--- config.mk ---
export PLATFORM = sky130hd
export DESIGN_NAME = bp_cfg_responder
export DESIGN_NICKNAME = d
export VERILOG_FILES = /design/src/rtl/bp_common_cfg_link_pkg.sv /design/src/rtl/bp_cfg_responder.sv
export SDC_FILE = /design/constraint.sdc
export NUM_CORES = 1
export LEC_CHECK = 0
export ABC_AREA = 0
export BUFFER_PORTS_ARGS = -buffer_cell sky130_fd_sc_hd__buf_2
export CAP_MARGIN = 20
export CORE_ASPECT_RATIO = 1.25
export CORE_MARGIN = 10
export CORE_UTILIZATION = 53
export CTS_CLUSTER_DIAMETER = 40
export DETAILED_ROUTE_END_ITERATION = 8
export PLACE_DENSITY = 0.79
export SYNTH_ARGS = -nofsm -noshare
export SYNTH_HDL_FRONTEND = slang
export SYNTH_SLANG_ARGS = --single-unit
--- constraint.sdc ---
create_clock -name clk_i -period 2.24 [get_ports clk_i]
set_input_delay 0.336 -clock clk_i [delete_from_list [all_inputs] [get_ports clk_i]]
set_output_delay 0.336 -clock clk_i [all_outputs]
set_load 0.01 [all_outputs]
--- src/rtl/bp_common_cfg_link_pkg.sv ---
// Config-link definitions shared by the config-bus initiator and the per-tile responder:
// processor parameter sets, the register address map and the request record.
package bp_common_cfg_link_pkg;

  typedef enum logic [0:0] {
    e_bp_single_core_cfg = 1'b0,
    e_bp_dual_core_cfg   = 1'b1
  } bp_params_e;

  typedef struct packed {
    int num_core;
    int vaddr_width;
    int cfg_core_width;
    int cfg_addr_width;
    int cfg_data_width;
  } bp_proc_param_s;

  // Link field widths are common to every configuration so the request record is fixed
  localparam int cfg_core_width_gp = 8;
  localparam int cfg_addr_width_gp = 16;
  localparam int cfg_data_width_gp = 64;

  // Element [1] is the dual-core set, element [0] the single-core set
  localparam bp_proc_param_s [1:0] all_cfgs_gp = {
    bp_proc_param_s'{num_core: 2, vaddr_width: 39, cfg_core_width: cfg_core_width_gp,
                     cfg_addr_width: cfg_addr_width_gp, cfg_data_width: cfg_data_width_gp},
    bp_proc_param_s'{num_core: 1, vaddr_width: 39, cfg_core_width: cfg_core_width_gp,
                     cfg_addr_width: cfg_addr_width_gp, cfg_data_width: cfg_data_width_gp}
  };

  typedef enum logic [3:0] {
    e_cfg_freeze       = 4'h0,
    e_cfg_npc          = 4'h1,
    e_cfg_icache_mode  = 4'h2,
    e_cfg_dcache_mode  = 4'h3,
    e_cfg_cce_mode     = 4'h4,
    e_cfg_scratch      = 4'h5,
    e_cfg_err          = 4'h6
  } bp_cfg_addr_e;

  typedef struct packed {
    logic                         w_v;
    logic [cfg_core_width_gp-1:0] core;
    logic [cfg_addr_width_gp-1:0] addr;
    logic [cfg_data_width_gp-1:0] data;
  } bp_cfg_req_s;

endpackage

--- src/rtl/bp_cfg_responder.sv ---
// Per-tile configuration register slave: decodes config-bus writes/reads addressed to this
// core (or broadcast writes), drives core control outputs and returns one read response at a time.
module bp_cfg_responder
  import bp_common_cfg_link_pkg::*;
#(
  parameter bp_params_e cfg_p = e_bp_single_core_cfg,
  localparam bp_proc_param_s proc_param_lp = all_cfgs_gp[cfg_p],
  localparam int vaddr_width_lp = proc_param_lp.vaddr_width,
  localparam int cfg_core_width_lp = proc_param_lp.cfg_core_width,
  localparam int cfg_addr_width_lp = proc_param_lp.cfg_addr_width,
  localparam int cfg_data_width_lp = proc_param_lp.cfg_data_width
) (
  input  logic                         clk_i,
  input  logic                         reset_n_i,
  input  logic [cfg_core_width_lp-1:0] my_core_id_i,

  input  logic                         cfg_v_i,
  output logic                         cfg_ready_o,
  input  logic                         cfg_w_v_i,
  input  logic [cfg_core_width_lp-1:0] cfg_core_i,
  input  logic [cfg_addr_width_lp-1:0] cfg_addr_i,
  input  logic [cfg_data_width_lp-1:0] cfg_data_i,

  output logic                         resp_v_o,
  input  logic                         resp_ready_i,
  output logic [cfg_data_width_lp-1:0] resp_data_o,

  output logic                         freeze_o,
  output logic [vaddr_width_lp-1:0]    npc_o,
  output logic                         npc_w_v_o,
  output logic [1:0]                   icache_mode_o,
  output logic [1:0]                   dcache_mode_o,
  output logic                         cce_mode_o,
  output logic                         err_o
);

  typedef enum logic {e_ready, e_resp} state_e;

  state_e                         state_r;
  logic                           cfg_ready_r;
  logic                           resp_v_r;
  logic [cfg_data_width_lp-1:0]   resp_data_p1;

  logic                           freeze_r;
  logic [vaddr_width_lp-1:0]      npc_r;
  logic                           npc_w_v_r;
  logic [1:0]                     icache_mode_r;
  logic [1:0]                     dcache_mode_r;
  logic                           cce_mode_r;
  logic [cfg_data_width_lp-1:0]   scratch_r;
  logic                           err_r;

  bp_cfg_req_s                    req;
  bp_cfg_addr_e                   addr_e;
  logic                           accept, bcast, hit, mapped, wr_hit, rd_hit;
  logic [cfg_data_width_lp-1:0]   rd_data;

  assign req = '{
    w_v:  cfg_w_v_i,
    core: cfg_core_width_gp'(cfg_core_i),
    addr: cfg_addr_width_gp'(cfg_addr_i),
    data: cfg_data_width_gp'(cfg_data_i)
  };

  // Broadcast only reaches writes; a broadcast read is swallowed without a response
  assign accept = cfg_v_i & cfg_ready_r;
  assign bcast  = &req.core;
  assign hit    = (req.core == cfg_core_width_gp'(my_core_id_i)) | (bcast & req.w_v);
  assign wr_hit = accept & hit & req.w_v;
  assign rd_hit = accept & hit & ~req.w_v;

  assign addr_e = bp_cfg_addr_e'(req.addr[3:0]);
  assign mapped = (req.addr[cfg_addr_width_gp-1:4] == '0) && (req.addr[3:0] <= e_cfg_err);

  always_comb begin
    rd_data = '0;
    if (mapped) begin
      case (addr_e)
        e_cfg_freeze:      rd_data[0]   = freeze_r;
        e_cfg_npc:         rd_data      = cfg_data_width_lp'(npc_r);
        e_cfg_icache_mode: rd_data[1:0] = icache_mode_r;
        e_cfg_dcache_mode: rd_data[1:0] = dcache_mode_r;
        e_cfg_cce_mode:    rd_data[0]   = cce_mode_r;
        e_cfg_scratch:     rd_data      = scratch_r;
        e_cfg_err:         rd_data[0]   = err_r;
        default:           rd_data      = '0;
      endcase
    end
  end

  // Request decode / register update / response hold
  always_ff @(posedge clk_i or negedge reset_n_i) begin
    if (!reset_n_i) begin
      state_r       <= e_ready;
      cfg_ready_r   <= 1'b0;
      resp_v_r      <= 1'b0;
      resp_data_p1  <= '0;
      freeze_r      <= 1'b1;
      npc_r         <= '0;
      npc_w_v_r     <= 1'b0;
      icache_mode_r <= 2'b00;
      dcache_mode_r <= 2'b00;
      cce_mode_r    <= 1'b0;
      scratch_r     <= '0;
      err_r         <= 1'b0;
    end else begin
      npc_w_v_r <= 1'b0;
      case (state_r)
        e_ready: begin
          cfg_ready_r <= 1'b1;
          if (wr_hit) begin
            if (!mapped) begin
              err_r <= 1'b1;
            end else begin
              case (addr_e)
                e_cfg_freeze: freeze_r <= req.data[0];
                e_cfg_npc: begin
                  npc_r     <= req.data[vaddr_width_lp-1:0];
                  npc_w_v_r <= 1'b1;
                end
                e_cfg_icache_mode: icache_mode_r <= req.data[1:0];
                e_cfg_dcache_mode: dcache_mode_r <= req.data[1:0];
                e_cfg_cce_mode:    cce_mode_r    <= req.data[0];
                e_cfg_scratch:     scratch_r     <= req.data;
                e_cfg_err:         err_r         <= 1'b0;
                default: ;
              endcase
            end
          end
          if (rd_hit) begin
            if (!mapped) err_r <= 1'b1;
            resp_data_p1 <= rd_data;
            resp_v_r     <= 1'b1;
            cfg_ready_r  <= 1'b0;
            state_r      <= e_resp;
          end
        end
        e_resp: begin
          if (resp_ready_i) begin
            resp_v_r    <= 1'b0;
            cfg_ready_r <= 1'b1;
            state_r     <= e_ready;
          end
        end
        default: state_r <= e_ready;
      endcase
    end
  end

  assign cfg_ready_o   = cfg_ready_r;
  assign resp_v_o      = resp_v_r;
  assign resp_data_o   = resp_data_p1;
  assign freeze_o      = freeze_r;
  assign npc_o         = npc_r;
  assign npc_w_v_o     = npc_w_v_r;
  assign icache_mode_o = icache_mode_r;
  assign dcache_mode_o = dcache_mode_r;
  assign cce_mode_o    = cce_mode_r;
  assign err_o         = err_r;

endmodule

======== Word-level counts from Yosys, hierarchy flattened ========
Cells that the tools add are included.
storage, ports and cells
  word-level logic and storage cells ...... 64
  bits of input ports ..................... 101
  output and inout port bits .............. 113
  flip-flop bits (word level) ............. 178
operators by class
  reduce and logical (&&, ||, !) cells .... 12
  equality and inequality tests ........... 9
  muxes and demuxes ....................... 22
  bitwise operators ....................... 8
  $lt $le $gt $ge ......................... 1
operator list
  kind                number
  $pmux 62 s2         1
  $mux 64             1
  $reduce_and 4->1    6
  $mux 1              15
  $eq 4x3->1 const B  3
  $logic_not 12->1    1
  $eq 4x2->1 const B  2
  $eq 8x8->1          1
  $reduce_and 8->1    1
  $pmux 1 s7          1
  $pmux 1 s2          3
  $and 1x1->1         5
  $eq 4x1->1 const B  1
  $le 4x3->1 const B  1
  $logic_not 4->1     1
  $ne 2x2->1 const B  2
  $pmux 1 s4          1
  $reduce_and 2->1    2
  $not 1->1           2
  $logic_and 1x1->1   1
  $or 1x1->1          1

======== Depth between registers and ports, before layout ========
Gate-level depths: netlist of run 1.
  depth in word-level cells ............... 8
  mapped depth ............................ 8
  mapped depth without buffers ............ 5

======== Worst setup path after synthesis of run 1 ========
OpenSTA, ideal clock, no wires.
  kind .................................... in2reg
  from .................................... input cfg_addr_i[13]
  to ...................................... register npc_r[24] (netlist: npc_o[24])
  stages on the path ...................... 7
  required time ........................... 2.115 ns
  slack ................................... 0.372 ns
  data arrival time ....................... 1.743 ns
  path buffers ............................ 2
  cell sequence ........................... nor4_2 -> nand3_2 -> nor2_4 -> nand4_2 -> buf_6 -> buf_6 -> mux2_4
on the way
  longest elaborated chain between the ends .. 3
ends and longest elaborated chain
  element                     RTL line                 source
  from (decl)                 bp_cfg_responder.sv:21   input logic [cfg_addr_width_lp-1:0] cfg_addr_i,
  $logic_not 12->1            bp_cfg_responder.sv:73   assign mapped = (req.addr[cfg_addr_width_gp-1:4] == '0) && (req.addr[3:0] <= e_cfg_err);
  $logic_and 1x1->1           bp_cfg_responder.sv:73
  $reduce_and 4->1 (no line)  -
  to (signal assigned)        bp_cfg_responder.sv:118  npc_r <= req.data[vaddr_width_lp-1:0];
  to (decl)                   bp_cfg_responder.sv:45   logic [vaddr_width_lp-1:0] npc_r;
No other way between the ends.
A chain may end at the register's enable or synchronous reset.

======== Worst setup path in the final report of run 1 ========
  from .................................... register state_r
  to ...................................... register dcache_mode_r[1] (netlist: dcache_mode_o[1])
on the way
  longest elaborated chain between the ends .. 2
ends and longest elaborated chain
  element                     RTL line                 source
  from (decl)                 bp_cfg_responder.sv:39   state_e state_r;
  from (signal assigned)      bp_cfg_responder.sv:94   state_r <= e_ready;
  from (signal assigned)      bp_cfg_responder.sv:135  state_r <= e_resp;
  from (signal assigned)      bp_cfg_responder.sv:142  state_r <= e_ready;
  $not 1->1 (no line)         -
  $reduce_and 4->1 (no line)  -
  to (signal assigned)        bp_cfg_responder.sv:122  e_cfg_dcache_mode: dcache_mode_r <= req.data[1:0];
  to (decl)                   bp_cfg_responder.sv:48   logic [1:0] dcache_mode_r;
No other way between the ends.

==> metrics.csv, run 1 <==
stage;metric;value;unit
status;outcome;finished, final reports clean;
critical_path;critPathArrivalTime;2.16;ns
critical_path;max_stage_delay;0.49;ns
critical_path;path_cells;and4b_1 > nand4_1 > nor2_1 > and3_1 > mux2_2;
floorplan;core;14900;sq um
finish;final_cells;990;
sta;finalClockSkew;0.00712;ns
finish;final_area;9940;sq um
detailed_routing;via_count;5474;
logic_synthesis;synth_most_common_cell;dfrtp_1;
logic_synthesis;synth_area_leaders;dfrtp_1 (55%), mux2_4 (13%), mux2_2 (11%);
logic_synthesis;ys_ff_latch;178;
job;cap_violations;0;
logic_synthesis;syn_avg_cell_area;13.7;sq um
sta;max-slew-margin-rel;0.639;
sta;final.period_utilization;0.832;
finish;area_growth;24.4;%
grt;track_usage;0.203;
logic_synthesis;synthesis.nets;683;
cts;cts_tree;yes;
critical_path;crit_type;reg2reg;
sta;slew_violations;0;
logic_synthesis;synth_enable_flop_cells;0;
sta;fmax;536;MHz
floorplan;initial_core_util;0.536;
critical_path;cp.required;2.54;ns
finish;regArea;4460;sq um
grt;grt_pass1_wl;32900;microns
pwr;power_density;686;nW/um^2
cts;clock-sinks;178;
logic_synthesis;synth_ff_type;dfrtp_1;
cts;cts.path.max_buffers;2;
detailed_routing;drc;0;
cts;cts_inserted_buffers;17;
floorplan;die_area;20400;sq um
finish;nets;896;
logic_synthesis;yosysSeqAreaShare;0.558;
detailed_routing;drt-vias-per-instance;5.53;
cts;post-cts-setup-buffers;0;
detailed_routing;postRouteAntennaNets;0;
cts;clk-insertion-delay-late;0.42;ns
sta;setup_violations;0;
floorplan;die_y;157;microns
critical_path;endpoint_kind;flop;
placement;dpl_cell_area;9310;sq um
sta;max_slew.worst_pin.slew;0.541;ns
logic_synthesis;syn-instance-count;582;
cts;htreeDepth;4;
detailed_routing;first_pass_iters;4;
detailed_routing;drtIter0Drc;236;
finish;multiInputGateArea;3240;sq um
finish;final_layout_size_suffix_gt1_frac;0.520;
detailed_routing;wl_per_cell;20.9;microns
pwr;p_leak;5.55;nW
grt;antenna_found_initial;0;
min_path;hold_class;in2reg;
sta;tns;0;ns
grt;grt.overflow.total;0;
finish;fin_util;0.667;
finish;fillerInstances;1081;
placement;place_congestion;0.792;
grt;grt_pass1_vias;6216;
finish;n_antenna_cell;0;
cts;cts.clk_slew.worst_paths;0.06;ns
grt;grt_max_degree;57;
placement;port_buffers;213;
detailed_routing;wirelength;20700;microns
placement;hpwl;14500;microns
sta;hold_viol;0;
placement;placedCellCount;957;
logic_synthesis;synth_common_cells;dfrtp_1 (177), mux2_2 (78), mux2_4 (70), nor2_1 (44), a22oi_1 (37);
critical_path;critPathMaxFanout;7;
sta;period_needed;1.86;ns
floorplan;rows;50;
logic_synthesis;synth_top_area_share;0.555;
logic_synthesis;synth.distinct_cells;45;
logic_synthesis;yosys.area.top_type;dfrtp_1;
logic_synthesis;syn_area;7990;sq um
sta;rsz0062_at_grt;no;
logic_synthesis;async_flop_share;1.00;
critical_path;cp-start-kind;flop;
floorplan;ios;214;
floorplan;die_width;130;microns
critical_path;crit_slowest_cell;and4b_1;
logic_synthesis;yosysWarnings;0;
cts;cts-root-buf;clkbuf_16;
pwr;peakVddDrop;0.000467;V
cell families (layout without fill, tap and decap cells):
logic type             count (synthesis)  after routing  synth area share
buffers and inverters                 62            288            0.0398
multiplexers                         175            175             0.275
XOR/XNOR                               8              8           0.00877
flip-flops                           178            178             0.558
AND/OR/NAND/NOR                      111            111            0.0722
AO/OA/AOI/OAI                         48             48            0.0461
worst max-delay path, delay by kind of cell (launching register included):
kind	cells	cell delay [ns]
simple gates	4	0.99
mux	1	0.35
flops	1	0.41
what timing repair did:
action,in CTS,in global routing
setup endpoints to repair,0,0
hold endpoints to repair,52,0
hold buffers,1,0
resized for setup,0,0
registers in the layout, indices dropped and copies added (netlist names):
name / flops
freeze_o: 1
icache_mode_o: 2
err_o: 1
npc_w_v_o: 1
state_r: 1
npc_o: 39
scratch_r: 64
cce_mode_o: 1
cfg_ready_o: 1
resp_v_o: 1
dcache_mode_o: 2
resp_data_o: 64
power breakdown:
group          total [W]  internal [W]  switching [W]
clock            0.00311       0.00185        0.00125
combinational   0.000405      0.000163       0.000241
sequential       0.00330       0.00327      0.0000321
total            0.00681       0.00529        0.00153
path summary, 6_finish.rpt:
| check | startpoint | cells past startpoint | end | slack [ns] |
|---|---|---|---|---|
| worst min register to register | resp_v_o$_DFFE_PN0P_ | 2 | resp_v_o$_DFFE_PN0P_ | 0.48 |
| min in group asynchronous | reset_n_i | 2 | resp_data_o[55]$_DFFE_PN0N_ | 0.45 |
| max in group asynchronous | reset_n_i | 3 | scratch_r[30]$_DFFE_PN0P_ | 1.10 |
| worst max register to register | state_r$_DFF_PN0_ | 5 | dcache_mode_o[1]$_DFFE_PN0P_ | 0.38 |
| worst max-delay path | state_r$_DFF_PN0_ | 5 | dcache_mode_o[1]$_DFFE_PN0P_ | 0.38 |
| worst min-delay path | cfg_data_i[47] | 2 | scratch_r[47]$_DFFE_PN0P_ | 0.15 |
metal layers:
layer  part of all wire  global-route usage
met1               0.40               0.242
met2               0.50               0.337
met3              0.086              0.0744
met4              0.011              0.0585
met5                  0                   0
cells in the final DEF, fill, tap and decap left out, types with 2 or more instances in the layout:
cell / netlist / layout
a21oi_1: 2 / 2
a22oi_1: 37 / 37
buf_12: 0 / 8
buf_2: 14 / 212
buf_4: 0 / 7
bufinv_16: 0 / 3
clkbuf_16: 0 / 17
clkbuf_8: 0 / 3
clkinv_2: 0 / 2
clkinv_4: 0 / 3
clkinvlp_4: 0 / 2
dfrtp_1: 177 / 177
inv_1: 27 / 27
mux2_2: 78 / 78
mux2_4: 70 / 70
mux2i_1: 27 / 27
nand2_1: 34 / 34
nand2b_1: 3 / 3
nand3_1: 2 / 2
nand3b_1: 2 / 2
nand4_1: 6 / 6
nand4_4: 1 / 2
nor2_1: 44 / 43
nor2_4: 1 / 2
nor3_1: 3 / 2
nor4_2: 2 / 2
xnor2_1: 8 / 8
stage by stage:
stage	setup WS, ns	hold WS (ns)	total power, W
after CTS	0.397	0.125	0.00688
after detailed placement	0.110	0.339	0.00376
after global placement	0.240	0.332	0.00375
after floorplan	0.372	0.0404	0.00349
after global routing	0.260	0.123	0.00706
final	0.376	0.149	0.00681
area by class of cell:
cell class	instances	share of cell area
sequential	178	0.448
clock buffer	21	0.0473
tap	182	0.0229
timing repair buffer	229	0.130
multi-input combinational	342	0.326
inverter	27	0.0102
clock inverter	11	0.0154
No activity file was read; power rests on OpenSTA's default activity.
==> inputs of run 2 (changes only) <==
--- a/config.mk
+++ b/config.mk
@@ -5,15 +5,15 @@
 export SDC_FILE = /design/constraint.sdc
 export NUM_CORES = 1
 export LEC_CHECK = 0
-export ABC_AREA = 0
+export ABC_AREA = 1
 export BUFFER_PORTS_ARGS = -buffer_cell sky130_fd_sc_hd__buf_2
 export CAP_MARGIN = 20
 export CORE_ASPECT_RATIO = 1.25
 export CORE_MARGIN = 10
-export CORE_UTILIZATION = 53
+export CORE_UTILIZATION = 47
 export CTS_CLUSTER_DIAMETER = 40
 export DETAILED_ROUTE_END_ITERATION = 8
-export PLACE_DENSITY = 0.79
+export PLACE_DENSITY = 0.75
 export SYNTH_ARGS = -nofsm -noshare
 export SYNTH_HDL_FRONTEND = slang
 export SYNTH_SLANG_ARGS = --single-unit
==> constraint.sdc (replaced) <==
create_clock -name clk_i -period 1.6 [get_ports clk_i]
set_input_delay 0.24 -clock clk_i [delete_from_list [all_inputs] [get_ports clk_i]]
set_output_delay 0.24 -clock clk_i [all_outputs]
set_load 0.01 [all_outputs]
==> metrics.csv, run 2 <==
stage;metric;value;unit;change
status;outcome;finished, final reports clean;;unchanged
sta;max-slew-margin-rel;0.712;;was 0.639
floorplan;die_y;163;microns;was 157 microns
pwr;seq_power_share;0.499;;was 0.484
sta;rsz0062_at_grt;no;;unchanged
cts;cts_tree;yes;;unchanged
sta;finalClockSkew;0.00899;ns;was 0.00712 ns
cts;cts_inserted_buffers;17;;unchanged
floorplan;die_area;22000;sq um;was 20400 sq um
pwr;p_int;0.00716;W;was 0.00529 W
logic_synthesis;synth_ff_type;dfrtp_1;;unchanged
placement;placedCellCount;1339;;was 957
sta;final.period_utilization;0.945;;was 0.832
finish;final_layout_size_suffix_gt1_frac;0.255;;was 0.520
logic_synthesis;yosysSeqAreaShare;0.578;;was 0.558
pwr;power_density;934;nW/um^2;was 686 nW/um^2
logic_synthesis;syn-instance-count;925;;was 582
logic_synthesis;async_flop_share;1.00;;unchanged
logic_synthesis;syn_avg_cell_area;8.34;sq um;was 13.7 sq um
detailed_routing;wirelength;21500;microns;was 20700 microns
grt;grt_pass1_vias;6528;;was 6216
sta;period_needed;1.51;ns;was 1.86 ns
pwr;comb_power_share;0.063;;was 0.059
logic_synthesis;yosys.area.top_type;dfrtp_1;;unchanged
floorplan;rows;52;;was 50
floorplan;core;16100;sq um;was 14900 sq um
sta;fmax;661;MHz;was 536 MHz
floorplan;ios;214;;unchanged
sta;max_slew.worst_pin.slew;0.429;ns;was 0.541 ns
finish;fillerInstances;1503;;was 1081
detailed_routing;drtIter0Drc;431;;was 236
detailed_routing;postRouteAntennaNets;0;;unchanged
finish;final_cell_mix;nand2_1 (312), buf_2 (212), dfrtp_1 (177);;was buf_2 (212), dfrtp_1 (177), mux2_2 (78)
cts;clock-sinks;178;;unchanged
cts;clk-insertion-delay-late;0.42;ns;about the same
min_path;hold_class;in2reg;;unchanged
logic_synthesis;synthesis.nets;1026;;was 683
logic_synthesis;yosysWarnings;0;;unchanged
detailed_routing;via_count;6530;;was 5474
job;cap_violations;0;;unchanged
sta;hold_viol;0;;unchanged
pwr;clock_power_share;0.438;;was 0.456
pwr;peakVddDrop;0.000565;V;was 0.000467 V
critical_path;path_cells;inv_1 > and3_4 > nand4_1 > buf_6 > clkbuf_16 > nand2_1 > o21ai_1;;was and4b_1 > nand4_1 > nor2_1 > and3_1 > mux2_2
critical_path;cp.depth;7;;was 5
logic_synthesis;ys_ff_latch;178;;unchanged
critical_path;crit_type;reg2reg;;unchanged
finish;layout_commonest_cell;nand2_1;;was buf_2
logic_synthesis;synth_common_cells;nand2_1 (312), dfrtp_1 (177), inv_1 (127), o21ai_1 (88), nor2_1 (53);;was dfrtp_1 (177), mux2_2 (78), mux2_4 (70), nor2_1 (44), a22oi_1 (37)
logic_synthesis;synth.distinct_cells;27;;was 45
logic_synthesis;syn_area;7710;sq um;was 7990 sq um
pwr;switching_share;0.227;;was 0.224
critical_path;cp.required;1.90;ns;was 2.54 ns
critical_path;critical_path_buf_inv_count;3;;was 0
grt;grt_pass1_wl;33500;microns;was 32900 microns
critical_path;endpoint_kind;flop;;unchanged
critical_path;crit_slowest_cell;dfrtp_1;;was and4b_1
detailed_routing;wl_per_cell;15.6;microns;was 20.9 microns
min_path;whs_path_depth;3;;was 2
finish;n_antenna_cell;0;;unchanged
floorplan;initial_core_util;0.478;;was 0.536
detailed_routing;drc;0;;unchanged
critical_path;crit_family;simple AND/OR/NAND/NOR gates;;unchanged
logic_synthesis;synth_most_common_cell;nand2_1;;was dfrtp_1
critical_path;max_stage_delay;0.38;ns;was 0.49 ns
grt;grt.overflow.total;0;;unchanged
critical_path;ff2ff_path_depth;7;;was 5
pwr;power_switching;0.00210;W;was 0.00153 W
placement;hpwl;14300;microns;was 14500 microns
grt;antenna_found_initial;1;;was 0
cts;htreeDepth;4;;unchanged
finish;nets;1252;;was 896
placement;place_congestion;0.893;;was 0.792
detailed_routing;drt-vias-per-instance;4.74;;was 5.53
detailed_routing;first_pass_iters;5;;was 4
critical_path;critPathArrivalTime;1.82;ns;was 2.16 ns
logic_synthesis;synth_enable_flop_cells;0;;unchanged
grt;track_usage;0.191;;was 0.203
pwr;p_leak;5.61;nW;was 5.55 nW
cts;cts.clk_slew.worst_paths;0.06;ns;about the same
placement;port_buffers;213;;unchanged
logic_synthesis;synth_area_leaders;dfrtp_1 (57%), nand2_1 (15%), inv_1 (6.2%);;was dfrtp_1 (55%), mux2_4 (13%), mux2_2 (11%)
placement;dpl_cell_area;9150;sq um;was 9310 sq um
finish;area_growth;28.6;%;was 24.4%
critical_path;cp-start-kind;flop;;unchanged
finish;final_area;9920;sq um;was 9940 sq um
sta;setup_violations;0;;unchanged
sta;tns;0;ns;unchanged
logic_synthesis;synth_top_area_share;0.574;;was 0.555
floorplan;die_width;135;microns;was 130 microns
finish;multiInputGateArea;2520;sq um;was 3240 sq um
sta;slew_violations;0;;unchanged
cts;cts.path.max_buffers;2;;unchanged
cts;cts-root-buf;clkbuf_16;;unchanged
finish;final_cells;1379;;was 990
grt;grt_max_degree;65;;was 57
critical_path;rrSetupSlack;0.09;ns;was 0.38 ns
critical_path;critPathMaxFanout;16;;was 7
finish;regArea;4460;sq um;unchanged
## run 2: cell types whose count changed after synthesis, moves of 47 or more
cell | before | now
inv_1 | 27 | 127
mux2_2 | 78 | 0
mux2_4 | 70 | 0
nand2_1 | 34 | 312
o21ai_0 | 1 | 48
o21ai_1 | 0 | 88
## run 2: area by class of cell
type / instances / share of cell area
timing repair buffer: 254 / 0.163
multi-input combinational: 573 / 0.254
inverter: 127 / 0.0481
tap: 216 / 0.0273
clock buffer: 18 / 0.0443
clock inverter: 13 / 0.0139
sequential: 178 / 0.449
## run 2: cell families after synthesis
kind of cell | share of synthesized area
xor+xnor | 0.00568
flops | 0.578
buf+inv | 0.0985
compound gates | 0.113
simple gates | 0.205
## run 2: power groups by stage
| stage | clock [W] | sequential, W | combinational [W] |
|---|---|---|---|
| floorplan | 0 | 0.00474 | 0.000158 |
| global placement | 0 | 0.00470 | 0.000583 |
| detailed placement | 0 | 0.00470 | 0.000592 |
| CTS | 0.00415 | 0.00462 | 0.000598 |
| global route | 0.00433 | 0.00462 | 0.000661 |
| finish | 0.00406 | 0.00462 | 0.000584 |
## run 2: stage by stage
stage          hold slack (ns)  worst slack (ns)  utilization  power, W
3_3_place_gp             0.147            -0.227        0.567   0.00528
3_5_place_dp             0.144            -0.294        0.567   0.00529
5_1_grt                 0.0398           0.00172        0.615   0.00962
2_1_floorplan          -0.0556           0.00379            -   0.00490
4_1_cts                 0.0285            0.0342        0.609   0.00937
6_report                0.0459            0.0876        0.615   0.00926
## run 2: timing repair
| item | CTS | global route |
|---|---|---|
| buffers inserted | 2 | 2 |
| gates cloned | 2 | 3 |
| endpoints found under the hold margin | 29 | 0 |
| hold buffers | 1 | 0 |
| gates resized for setup | 6 | 3 |
| endpoints found under the setup margin | 64 | 64 |
| pin swaps | 1 | 2 |
## run 2: worst min-delay path, delay by kind of cell
kind	cells	cell delay [ns]
buf+inv	2	0.13
compound gates	1	0.06
## run 2: routing by layer
metal	global-route usage	vias up	share of wire
li1	-	3304	-
met1	0.218	3025	0.41
met2	0.335	178	0.51
met3	0.0584	21	0.064
met4	0.0614	2	0.012
met5	0	-	0.00061
## run 2: worst paths after layout
check	from	endpoint
worst max-delay path	state_r$_DFF_PN0_	scratch_r[5]$_DFFE_PN0P_
worst min-delay path	cfg_data_i[61]	scratch_r[61]$_DFFE_PN0P_
worst max register to register	state_r$_DFF_PN0_	scratch_r[5]$_DFFE_PN0P_
worst min register to register	resp_data_o[55]$_DFFE_PN0N_	resp_data_o[55]$_DFFE_PN0N_
max in group asynchronous	reset_n_i	npc_o[34]$_DFFE_PN0P_
min in group asynchronous	reset_n_i	scratch_r[18]$_DFFE_PN0P_
